`config.mk`:
```
export PLATFORM = sky130hd
export DESIGN_NAME = mux_nto1_serializer
export DESIGN_NICKNAME = d
export VERILOG_FILES = /design/src/rtl/mux_nto1_serializer.sv
export SDC_FILE = /design/constraint.sdc
export NUM_CORES = 1
export LEC_CHECK = 0
export CAP_MARGIN = 20
export CORE_AREA = 2 2 83 85
export CTS_CLUSTER_SIZE = 24
export DETAILED_ROUTE_END_ITERATION = 12
export DIE_AREA = 0 0 85 87
export PLACE_DENSITY = 0.66
export SLEW_MARGIN = 20
export SYNTH_ARGS = -nofsm -noshare
export SYNTH_HDL_FRONTEND = slang
export SYNTH_SLANG_ARGS = --single-unit
```
`constraint.sdc`:
```
create_clock -name clk_4f -period 3 [get_ports clk_4f]
set_clock_uncertainty 0.05 [all_clocks]
set_input_delay 0.75 -clock clk_4f [delete_from_list [all_inputs] [get_ports clk_4f]]
set_output_delay 0.75 -clock clk_4f [all_outputs]
set_load 0.1 [all_outputs]
```
`src/rtl/mux_nto1_serializer.sv`:
```
// N-lane to 1-lane serializer with SLOT/PACK modes and out_ready backpressure.
// Optional MUX_LANE_TAG_EN adds out_lane, the source lane of each beat.
module mux_nto1_serializer #(
  parameter int NUM_LANES = 4,
  parameter int DATA_W    = 8,
  parameter int LANE_W    = $clog2(NUM_LANES)
) (
  input  logic                        clk_4f,
  input  logic                        reset,
  input  logic                        mode_pack,
  input  logic                        in_load,
  input  logic [NUM_LANES-1:0]        in_valid,
  input  logic [NUM_LANES*DATA_W-1:0] in_data,
  output logic                        in_ready,
  output logic                        out_valid,
  input  logic                        out_ready,
  output logic [DATA_W-1:0]           out_data,
  output logic                        out_empty,
`ifdef MUX_LANE_TAG_EN
  output logic [LANE_W-1:0]           out_lane,
`endif
  output logic                        out_last
);

  typedef enum logic {IDLE, SHIFT} state_t;

  state_t                      state;
  logic [NUM_LANES*DATA_W-1:0] data_q;
  logic [NUM_LANES-1:0]        mask_q;
  logic [NUM_LANES-1:0]        vld_q;
  logic                        mode_q;

  logic                        accept;
  logic                        beat_acc;
  logic [NUM_LANES-1:0]        src_mask;
  logic [NUM_LANES*DATA_W-1:0] src_data;
  logic [NUM_LANES-1:0]        src_vld;
  logic                        src_mode;
  logic [LANE_W-1:0]           nxt_lane;
  logic                        nxt_any;
  logic                        nxt_last;
  logic                        nxt_vbit;
  logic [DATA_W-1:0]           nxt_byte;

  assign in_ready = !reset &&
                    (state == IDLE ||
                     (out_last && out_ready));
  assign accept   = in_load && in_ready;
  assign beat_acc = (state == SHIFT) && out_ready;

  // A new word takes priority; otherwise drop the lane just emitted
  always_comb begin
    src_mask = '0;
    src_data = data_q;
    src_vld  = vld_q;
    src_mode = mode_q;
    unique case (1'b1)
      accept: begin
        src_mask = mode_pack ? in_valid : '1;
        src_data = in_data;
        src_vld  = in_valid;
        src_mode = mode_pack;
      end
      default: begin
        src_mask = mask_q & (mask_q - 1'b1);
      end
    endcase
  end

  always_comb begin
    nxt_lane = '0;
    for (int i = NUM_LANES - 1; i >= 0; i--) begin
      if (src_mask[i]) nxt_lane = LANE_W'(i);
    end
  end

  assign nxt_any  = |src_mask;
  assign nxt_last = nxt_any &&
                    ((src_mask & (src_mask - 1'b1)) == '0);
  assign nxt_vbit = src_vld[nxt_lane];
  assign nxt_byte = src_data[nxt_lane*DATA_W +: DATA_W];

  always_ff @(posedge clk_4f) begin
    if (reset) begin
      state     <= IDLE;
      data_q    <= '0;
      mask_q    <= '0;
      vld_q     <= '0;
      mode_q    <= 1'b0;
      out_valid <= 1'b0;
      out_data  <= '0;
      out_empty <= 1'b0;
      out_last  <= 1'b0;
`ifdef MUX_LANE_TAG_EN
      out_lane  <= '0;
`endif
    end else if (accept || beat_acc) begin
      data_q <= src_data;
      vld_q  <= src_vld;
      mode_q <= src_mode;
      mask_q <= src_mask;
      if (nxt_any) begin
        state     <= SHIFT;
        out_valid <= 1'b1;
        out_data  <= (src_mode || nxt_vbit) ? nxt_byte : '0;
        out_empty <= !src_mode && !nxt_vbit;
        out_last  <= nxt_last;
`ifdef MUX_LANE_TAG_EN
        out_lane  <= nxt_lane;
`endif
      end else begin
        state     <= IDLE;
        out_valid <= 1'b0;
        out_empty <= 1'b0;
        out_last  <= 1'b0;
      end
    end
  end

endmodule

```
Word level (Yosys, flattened, before mapping). Cells that the tools add are included.

Output and inout port bits: 12. Register bits after elaboration: 52.

$add $sub $neg: 2. Bitwise logic cells: 3. Reductions and logical operators: 15. Mux-type cells: 15. Order comparisons: 1. Shift operators: 1.

Operators with widths (number): $mux W32 (1); $shiftx A32 B6 Y8 (1); $mux W4 (3); $and A4 B4 Y4 (2); $mux W2 (4); $mux W8 (1); $sub A4 B1 Y4 const B (2); $logic_and A1 B1 Y1 (6); $mux W1 (5); $logic_not A4 Y1 (1); $reduce_or A4 Y1 (1); $logic_not A1 Y1 (3); $logic_or A1 B1 Y1 (3); $lt A2 B3 Y1 const B (1); $bmux W1 S2 (1); $reduce_and A2 Y1 (1); $not A1 Y1 (1).

Longest topological paths before layout.
Depth after elaboration: 14. Mapped depth: 9. Gate-level depth less buffers: 6.

Least setup slack after synthesis. No wires, ideal clock.

Path type: flip-flop to output port. Start point: reg out_last. End point: out in_ready. Setup slack: -240 ps. Path buffers: 0. Stages on the path, launching flop included: 3. Required time: 2200 ps. Arrival: 2440 ps. Cells stage by stage: dfxtp_1 > a21boi_2 > nor2_1.

Cells in the longest elaborated chain, start to end: 3.

Ends and longest elaborated chain: start: declaration (line 22) `output logic out_last`; start signal: assignment (line 107) `out_last <= nxt_last;`; $logic_and A1 B1 Y1 (line 47) `(out_last && out_ready));`; $logic_or A1 B1 Y1 (line 46) `(state == IDLE ||`; $logic_and A1 B1 Y1 (line 45) `assign in_ready = !reset &&`; end: declaration (line 14) `output logic in_ready,`.

Every way passes these cells.

Final worst setup path.
Start point: in reset. End point: out in_ready.

Cells in the longest elaborated chain, start to end: 2.

Ends and longest elaborated chain: start: declaration (line 9) `input logic reset,`; $logic_not A1 Y1 (line 45); $logic_and A1 B1 Y1 (line 45).

Every way passes these cells.

==> metrics.csv <==
metric,value,unit
start_util,0.403,
yosysWarningCount,0,
yosysTopAreaCell,dfxtp_1,
seqPwrFrac,0.514,
worstSetupPathType,input port to output port,
post_cts_resized,0,
power.total,1.44,mW
syn_area_per_cell,8.48,um^2
clock_path_buffers,2,
worst-path-buf-inv,3,
layout_setup_ws,0.316,ns
finalSetupViolCount,0,
p_int,1.03,mW
synth_edf_count,0,
fillers,617,
power.net_switching,410,uW
dpl_worst_slack,-0.000672,ns
cts.hold.buffers_added,0,
drv_cap,0,
slowest_delay,0.51,ns
antenna_cells,0,
power_frac_clock,0.282,
status,completed,
grt.overflow.total,0,
routed_wl,6410,um
antenna_left,0,
drtIter0Drc,142,
yosysUniqueCellTypes,40,
start_kind,input port,
portBuffers,52,
worstMarginPinSlew,0.810,ns
grt_first_pass_wirelength,10300,um
fmax,373,MHz
fp.dieH,87,um
synth_area,2650,um^2
layout.cells.most_common_list,"nand2_1, dfxtp_1, a21oi_1, clkdlybuf4s50_1, mux2i_1",
place_inst,438,
postLayoutCoreUtil,0.515,
vias,2342,
synthFlopType,dfxtp_1,
instances_no_fill,446,
clock_latency,0.32,ns
period_share,0.895,
cp-end-kind,output port,
rsz0062_at_grt,no,
crit_family,buffers and inverters,
period_needed,2.68,ns
worstPathArrival,1.88,ns
slowest_stage,clkdlybuf4s50_1,
switching_share,0.285,
ys_seq_area_frac,0.394,
final_common_cell,nand2_1,
ir_worst_vdd,0.202,mV
gp_congestion,0.846,
drt-wirelength-per-cell,14.4,um
grt_pass1_vias,2128,
firstDrtPassIters,4,
slew_viol_final,0,
synth.area.top_cells,"dfxtp_1, nand2_1, mux2i_1, a21oi_1, mux4_2",
vias_per_cell,5.25,
grt_use_total,0.177,
clock-sinks,52,
nets,406,
cts-root-buf,clkbuf_8,
hold-worst-slack,0.406,ns
hold_viol,0,
rows,30,
synth.top_cell.area_share,0.394,
grt_max_degree,43,
syn_nets,353,
power.density,425,nW/um^2
post_cts_buffers,0,
num_io_pins,53,
drive_above_1_share,0.156,
critPathRequiredTime,2.20,ns
p_leak,1.29,nW
synth_seq_cells,52,
r2r_setup_slack,0.71,ns
tritoncts,yes,
synth_cells,312,
power_frac_comb,0.204,
async_reset_ff_frac,0,
syn2layout_area_growth,28.0,%
h-tree-depth,2,
worstPathCellList,"clkdlybuf4s50_1, buf_4, nor2_2, buf_12",
dp_hpwl,4750,um
coreArea,6570,um^2
critPathMaxFanout,31,
die_w,85,um
die_area,7400,um^2
relSlewSlack,0.460,
hp-class,flop to flop,
drc,0,
antenna_found_initial,0,
clk_pin_slew,0.09,ns
cts_buffers,5,
[through the flow]
step             TNS, ns  area (um^2)
2_1_floorplan          0         2650
3_3_place_gp           0         3290
3_5_place_dp   -0.000672         3290
4_1_cts                0         3380
5_1_grt                0         3380
6_report               0         3380
[cells in the mapped netlist (2+ instances only)]
library cell / count
nand2_1: 90
dfxtp_1: 52
a21oi_1: 43
mux2i_1: 33
clkbuf_1: 10
nor2_1: 9
mux4_2: 8
o21ai_2: 8
o21ai_0: 6
buf_2: 5
nand2b_1: 5
buf_1: 4
nand3_1: 4
nand3b_1: 3
a31oi_1: 2
buf_6: 2
maj3_1: 2
nor2b_1: 2
nor3_1: 2
o31ai_1: 2
[worst reg2reg max path: stages (launching register included)]
cell     delay (ns)
dfxtp_1        0.49
nand2_1        0.15
nand4_1        0.15
buf_4          0.34
nand3_1        0.14
a32o_1         0.28
or3_1          0.31
buf_4          0.19
o21ai_2        0.14
[flip-flops by register name, indices dropped and copies added (netlist names)]
name / cells
data_q: 32
out_data: 8
mask_q: 4
vld_q: 4
mode_q: 1
out_empty: 1
out_last: 1
state: 1
[routing by layer]
metal / up-vias / global-route usage / part of all wire / wire length (um)
met1: 1096 / 0.251 / 0.49 / 3170
met3: 6 / 0.0351 / 0.044 / 285
li1: 1189 / - / - / -
met2: 51 / 0.273 / 0.45 / 2870
met5: - / 0 / 0 / 0
met4: 0 / 0.0519 / 0.012 / 79
[worst paths after layout]
| path | start | to | cells past startpoint |
|---|---|---|---|
| worst max-delay path | reset | in_ready | 4 |
| worst min register to register | vld_q[0]$_SDFFE_PP0N_ | vld_q[0]$_SDFFE_PP0N_ | 2 |
| worst max register to register | mask_q[1]$_SDFFE_PP0N_ | out_data[5]$_SDFFE_PP0P_ | 8 |
| worst min-delay path | vld_q[0]$_SDFFE_PP0N_ | vld_q[0]$_SDFFE_PP0N_ | 2 |
[logic make-up (layout without fill, tap and decap cells)]
| logic type | count (synthesis) | in the layout | synth area share |
|---|---|---|---|
| simple gates | 124 | 124 | 0.203 |
| buf+inv | 23 | 77 | 0.0421 |
| flops | 52 | 52 | 0.394 |
| mux | 41 | 41 | 0.193 |
| fa+ha+maj | 2 | 2 | 0.00757 |
| compound gates | 70 | 70 | 0.160 |
[power by group through the flow]
| stage | combinational [mW] | clock (mW) | sequential (mW) |
|---|---|---|---|
| after floorplan | 0.162 | 0 | 0.764 |
| after global placement | 0.291 | 0 | 0.754 |
| after detailed placement | 0.294 | 0 | 0.756 |
| after CTS | 0.295 | 0.419 | 0.740 |
| after global routing | 0.317 | 0.439 | 0.744 |
| final | 0.293 | 0.406 | 0.740 |
[cell type report]
class                      instances  area [um^2]  area share
multi-input combinational        237         1500       0.444
sequential                        52         1040       0.308
inverter                           1         3.75     0.00111
clock buffer                       5         68.8      0.0203
clock inverter                     3         21.3     0.00628
timing repair buffer              68          648       0.191
tap                               80          100      0.0296
Note: power is estimated with default switching activity, not from simulation.
==> variant 1, RTL diff (same flow settings) <==
Make the reset (`reset`) asynchronous in one clocked block.
--- a/src/rtl/mux_nto1_serializer.sv
+++ b/src/rtl/mux_nto1_serializer.sv
@@ -80,7 +80,7 @@
   assign nxt_vbit = src_vld[nxt_lane];
   assign nxt_byte = src_data[nxt_lane*DATA_W +: DATA_W];
 
-  always_ff @(posedge clk_4f) begin
+  always_ff @(posedge clk_4f or posedge reset) begin
     if (reset) begin
       state     <= IDLE;
       data_q    <= '0;
Function: differs if reset is asserted again (counterexample within 4 cycles, from zero or initial values and one cycle with reset high); with reset held inactive, the same outputs for 10 cycles.
==> variant 1 against the original RTL <==
Global-route usage up 1.2 points. Critical path depth up 4. Sequential cell count unchanged. Highest routed layer unchanged. Routed wire length up 3.3%. Hold slack better by 0.025 ns. Worst setup slack worse by 0.089 ns. Synthesized area up 0.24%. Design area up 3.0%.
Power is not compared: it rests on default switching activity, and its combinational part moved more than twofold at a synthesized area within 25%.
==> variant 1: results (changes against the original RTL) <==
Worst hold path
  – Hold Crit Class: register to register (unchanged)
  – Hold path cells: 2 (unchanged)

Synth
  – Seq/Total Area, Yosys: 0.491 (was 0.394)
  – Syn nets: 315 (was 353)
  – Yosys cell types: 41 (was 40)
  – Most common cell in the netlist: nand2_1 (unchanged)
  – Most used DFF post-synth: dfrtp_1 (was dfxtp_1)
  – Yosys Warn Count: 0 (unchanged)
  – Top area cells in the synthesized netlist: dfrtp_1, nand2_1, mux2_2, mux2i_1, o32ai_1 (was dfxtp_1, nand2_1, mux2i_1, a21oi_1, mux4_2)
  – Post-Syn Instances: 274 (was 312)
  – Fraction of registers with async set/reset: 1.00 (was 0)
  – Commonest cells post-synth: nand2_1, dfrtp_1, mux2_2, clkbuf_1 (was nand2_1, dfxtp_1, a21oi_1, mux2i_1, clkbuf_1)

Placement
  – Hpwl dp: 4840 um (was 4750 um)
  – Placed instance count: 412 (was 438)
  – DP Worst Slack: -0.0618 ns (was -0.000672 ns)
  – RePlAce Congestion: 0.828 (was 0.846)
  – I/O Buffers: 52 (unchanged)

Route
  – Drt wl/cell: 15.8 um (was 14.4 um)
  – Drt first pass iters: 4 (unchanged)
  – DR iter-0 viols: 97 (was 142)
  – DR vias: 2261 (was 2342)
  – Total Wirelength: 6620 um (was 6410 um)

Pwr
  – VDD IR max: 0.734 mV
  – Leakage: approximately 1.6 nW

Timing
  – Worst-margin pin slew: 0.510 ns (was 0.810 ns)
  – Post-route minimum period: 2.77 ns (was 2.68 ns)

Clocking
  – Clock root cell: clkbuf_8 (unchanged)
  – Clock insertion delay at the later pin of the skew report: a little over 0.3 ns
  – Post-CTS sizing: 0 (unchanged)
  – Post-CTS setup buffers: 0 (unchanged)
  – CTS Buf Count: 5 (unchanged)
  – Worst-path clk slew: roughly 0.10 ns
  – Htree depth: 2 (unchanged)
  – Clock Path Buffers: 2 (unchanged)

GRT
  – Global-route wire length before repair: 11000 um (was 10300 um)
  – Vias in the first global route: 2358 (was 2128)
  – Largest net degree at the start of global routing: 31 (was 43)
  – Gr usage total: 0.189 (was 0.177)
  – Initial antenna violation count: 0 (unchanged)

Critical path
  – Worst EP arrival: 2.93 ns (was 1.88 ns)
  – Flop-to-flop setup slack: 0.72 ns
  – R2R cell count: 8 (unchanged)
  – Cell family with most CP delay: simple AND/OR/NAND/NOR gates (was buffers and inverters)
  – CP peak stage delay: ~0.52 ns
  – Worst Path Max Fanout: 16 (was 31)
  – CP max-delay cell: or4b_4 (was clkdlybuf4s50_1)

Final layout
  – Share of cells above drive strength 1: 0.191 (was 0.156)
  – FILL cells: 597 (was 617)
  – Largest registers: data_q: 32 flops, out_data: 8 flops (unchanged)
  – Inserted Diodes: 0 (unchanged)
  – Fin nets: 380 (was 406)

Run status
  – Outcome: completed (unchanged)
-- variant 1: cell count changes after synthesis, sizes merged, moves of 8 or more --
cell	delta
a21oi	-39
dfrtp	+52
dfxtp	-52
mux2	+16
mux2i	-23
mux4	-8
nand2	-14
o32ai	+9
-- variant 1: cell families (layout without fill, tap and decap cells) --
group                    after synthesis  in the layout  share of synthesized area
AO/OA/AOI/OAI                         58             58                      0.160
adder cells (fa/ha/maj)                2              2                    0.00755
flip-flops                            52             52                      0.491
buffers and inverters                 22             88                     0.0373
AND/OR/NAND/NOR                      114            114                      0.199
multiplexers                          26             26                      0.106
-- variant 1: worst reg2reg max path, cell delays in order (launching register included) --
cell and delay, ns:
dfrtp_1 0.43, a21boi_1 0.16, buf_4 0.18, or4b_4 0.56
o21a_1 0.14, buf_4 0.20, mux2i_1 0.13, nor2b_1 0.13
o31ai_1 0.22
-- variant 1: per-stage QoR --
step	util	setup TNS, ns	area [sq um]	hold WS [ns]	power [mW]
after floorplan	-	0	2650	0.387	2.62
after global placement	0.514	-0.0939	3380	0.400	3.13
after detailed placement	0.514	-0.209	3380	0.409	3.17
after CTS	0.531	0	3490	0.432	3.66
after global routing	0.531	0	3490	0.463	3.87
final	0.531	0	3490	0.431	3.63
-- variant 1: report_power, final --
part | total [mW] | switching (mW) | internal, mW
logic | 2.01 | 1.21 | 0.796
registers | 1.14 | 0.166 | 0.973
clock network | 0.477 | 0.229 | 0.248
-- variant 1: final cells by class --
type | count | area [sq um] | area share
Clock inverter | 2 | 35.0 | 0.0101
Timing Repair Buffer | 74 | 693 | 0.199
Tap cell | 80 | 100 | 0.0287
Sequential cell | 52 | 1300 | 0.373
Inverter | 6 | 22.5 | 0.00646
Multi-Input combinational cell | 200 | 1260 | 0.362
Clock buffer | 6 | 72.6 | 0.0208
-- variant 1: final timing paths --
path | startpoint | to
max in group asynchronous | reset | data_q[23]$_DFFE_PP0N_
worst min register to register | data_q[15]$_DFFE_PP0N_ | data_q[15]$_DFFE_PP0N_
worst max register to register | state$_DFFE_PP0N_ | out_data[0]$_DFFE_PP0P_
worst min-delay path | data_q[15]$_DFFE_PP0N_ | data_q[15]$_DFFE_PP0N_
min in group asynchronous | reset | state$_DFFE_PP0N_
worst max-delay path | mode_pack | out_data[0]$_DFFE_PP0P_
-- variant 1: layer usage --
layer	up-vias	global-route usage	wire, um
li1	1097	-	-
met1	1100	0.229	2860
met2	54	0.327	3300
met3	10	0.0436	317
met4	0	0.0750	137
met5	-	0	0
==> variant 2, RTL diff (same settings) <==
Without the edit above. Build with the macro `MUX_LANE_TAG_EN` defined.
--- a/src/rtl/mux_nto1_serializer.sv
+++ b/src/rtl/mux_nto1_serializer.sv
@@ -1,5 +1,7 @@
 // N-lane to 1-lane serializer with SLOT/PACK modes and out_ready backpressure.
 // Optional MUX_LANE_TAG_EN adds out_lane, the source lane of each beat.
+`define MUX_LANE_TAG_EN
+
 module mux_nto1_serializer #(
   parameter int NUM_LANES = 4,
   parameter int DATA_W    = 8,
Check against the original RTL (old outputs only; new: out_lane): equivalent (equiv_simple and equiv_induct, registers matched by name and starting in step).
==> variant 2 against the original RTL <==
Design area rose by 1.3%. Sequential cell count rose by 2. Worst setup slack improved by 0.022 ns. Synthesized area rose by 2.5%. Sequential share of layout area rose by 0.79 points. Via count rose by 7.9%. Critical path depth rose by 1. Critical endpoint unchanged. Highest routed layer unchanged. Routed wire length rose by 7.8%. Power rose by 3.8%.
==> variant 2: results (changes against the original RTL) <==
Clocking
  – Htree depth: 2 (unchanged)
  – CTS Buf Count: 5 (unchanged)
  – Worst-path clk slew: 0.10 ns
  – Clock root cell: clkbuf_8 (unchanged)
  – Clock Path Buffers: 2 (unchanged)
  – Post-CTS sizing: 0 (unchanged)
  – Post-CTS setup buffers: 0 (unchanged)
  – Clock insertion delay at the later pin of the skew report: 0.31 ns

Timing
  – Worst-margin pin slew: 0.579 ns (was 0.810 ns)
  – Setup_tns: 0 ns (unchanged)

Synth
  – Seq/Total Area, Yosys: 0.399 (was 0.394)
  – Syn nets: 367 (was 353)
  – Fraction of registers with async set/reset: 0 (unchanged)
  – Commonest cells post-synth: nand2_1, dfxtp_1, a21oi_1, mux2i_1, nor2_1 (was nand2_1, dfxtp_1, a21oi_1, mux2i_1, clkbuf_1)
  – Top area cells in the synthesized netlist: dfxtp_1, mux2i_1, nand2_1, a21oi_1, a22o_1 (was dfxtp_1, nand2_1, mux2i_1, a21oi_1, mux4_2)
  – Yosys cell types: 48 (was 40)
  – Yosys Warn Count: 0 (unchanged)

Critical path
  – Worst EP arrival: 1.86 ns (was 1.88 ns)
  – Worst Path Max Fanout: 3 (was 31)
  – CP max-delay cell: clkdlybuf4s50_1 (unchanged)
  – Cell family with most CP delay: buffers and inverters (unchanged)
  – CP peak stage delay: 0.45 ns (was 0.51 ns)

GRT
  – Vias in the first global route: 2278 (was 2128)
  – Global-route wire length before repair: 11500 um (was 10300 um)
  – Largest net degree at the start of global routing: 51 (was 43)
  – Initial antenna violation count: 0 (unchanged)
  – Gr usage total: 0.194 (was 0.177)

Pwr
  – Sw frac: 0.297 (was 0.285)
  – Leakage: 1.21 nW (was 1.29 nW)
  – VDD IR max: 0.209 mV (was 0.202 mV)

Run status
  – Outcome: completed (unchanged)

Final layout
  – Largest registers: data_q: 32 flops, out_data: 8 flops (unchanged)
  – Inserted Diodes: 0 (unchanged)
  – Share of cells above drive strength 1: 0.120 (was 0.156)
  – Fin nets: 422 (was 406)

Route
  – Drt first pass iters: 4 (unchanged)
  – Drt wl/cell: 14.9 um (was 14.4 um)
  – Via density: 5.47 (was 5.25)
  – DR iter-0 viols: 219 (was 142)

Placement
  – I/O Buffers: 54 (was 52)
  – RePlAce Congestion: 0.920 (was 0.846)
  – Hpwl dp: 4890 um (was 4750 um)

Worst hold path
  – Hold Crit Class: register to register (unchanged)
variant 2: cell count changes in the layout (fill, tap and decap cells not counted), moves of 8 or more:
cell	unedited run	this run
a22o_1	0	8
nand2_1	90	80
o22a_1	0	8
mux4_2	8	0
o21ai_2	8	0
o221ai_1	0	8
nor2_1	7	15
variant 2: kinds of logic (layout without fill, tap and decap cells):
kind of cell    Yosys count  in the layout  synth area share
buf+inv                  25             81            0.0471
compound gates           95             95             0.231
mux                      34             34             0.126
simple gates            117            117             0.194
flops                    54             54             0.399
fa+ha+maj                 1              1           0.00369
variant 2: layer usage:
metal / vias up / GRT usage / routed length (um)
met5: - / 0 / 0
met4: 0 / 0.0476 / 69
met3: 7 / 0.0351 / 328
met2: 71 / 0.302 / 3080
met1: 1177 / 0.279 / 3430
li1: 1273 / - / -
variant 2: worst reg2reg max path: stages, from the launching register on:
cell and delay, ns:
dfxtp_1 0.38, and2_1 0.26, or4_1 0.52, o2111ai_1 0.12
o21ai_1 0.15, nor3b_4 0.44, a22o_1 0.21
variant 2: power by group through the flow:
stage	Sequential, mW	Clock, mW	Combinational, mW
2_1_floorplan	0.808	0	0.168
3_3_place_gp	0.786	0	0.313
3_5_place_dp	0.787	0	0.314
4_1_cts	0.771	0.420	0.314
5_1_grt	0.776	0.453	0.342
6_report	0.771	0.408	0.314
variant 2: cell type report:
| class | count | area, sq um |
|---|---|---|
| Clock buffer | 6 | 72.6 |
| Clock inverter | 2 | 13.8 |
| Fill cell | 615 | 3140 |
| Inverter | 4 | 15.0 |
| Multi-Input combinational cell | 247 | 1510 |
| Sequential cell | 54 | 1080 |
| Tap cell | 80 | 100 |
| Timing Repair Buffer | 69 | 638 |
variant 2: worst paths after layout:
kind                                              start                        to  slack (ns)  depth (start not counted)
worst max-delay path                          out_ready                  in_ready        0.34                          5
worst min-delay path            data_q[20]$_SDFFE_PP0N_   data_q[20]$_SDFFE_PP0N_        0.41                          2
worst max register to register   mask_q[1]$_SDFFE_PP0N_  out_data[6]$_SDFFE_PP0P_        0.84                          6
worst min register to register  data_q[20]$_SDFFE_PP0N_   data_q[20]$_SDFFE_PP0N_        0.41                          2
variant 2: through the flow:
step | power (mW) | std cells | setup slack, ns | area [sq um]
floorplan | 0.976 | 326 | 0.177 | 2710
finish | 1.49 | 462 | 0.339 | 3430
CTS | 1.51 | 462 | 0.331 | 3430
detailed placement | 1.10 | 454 | 0.151 | 3340
global placement | 1.10 | 454 | 0.190 | 3340
global route | 1.57 | 462 | 0.262 | 3430
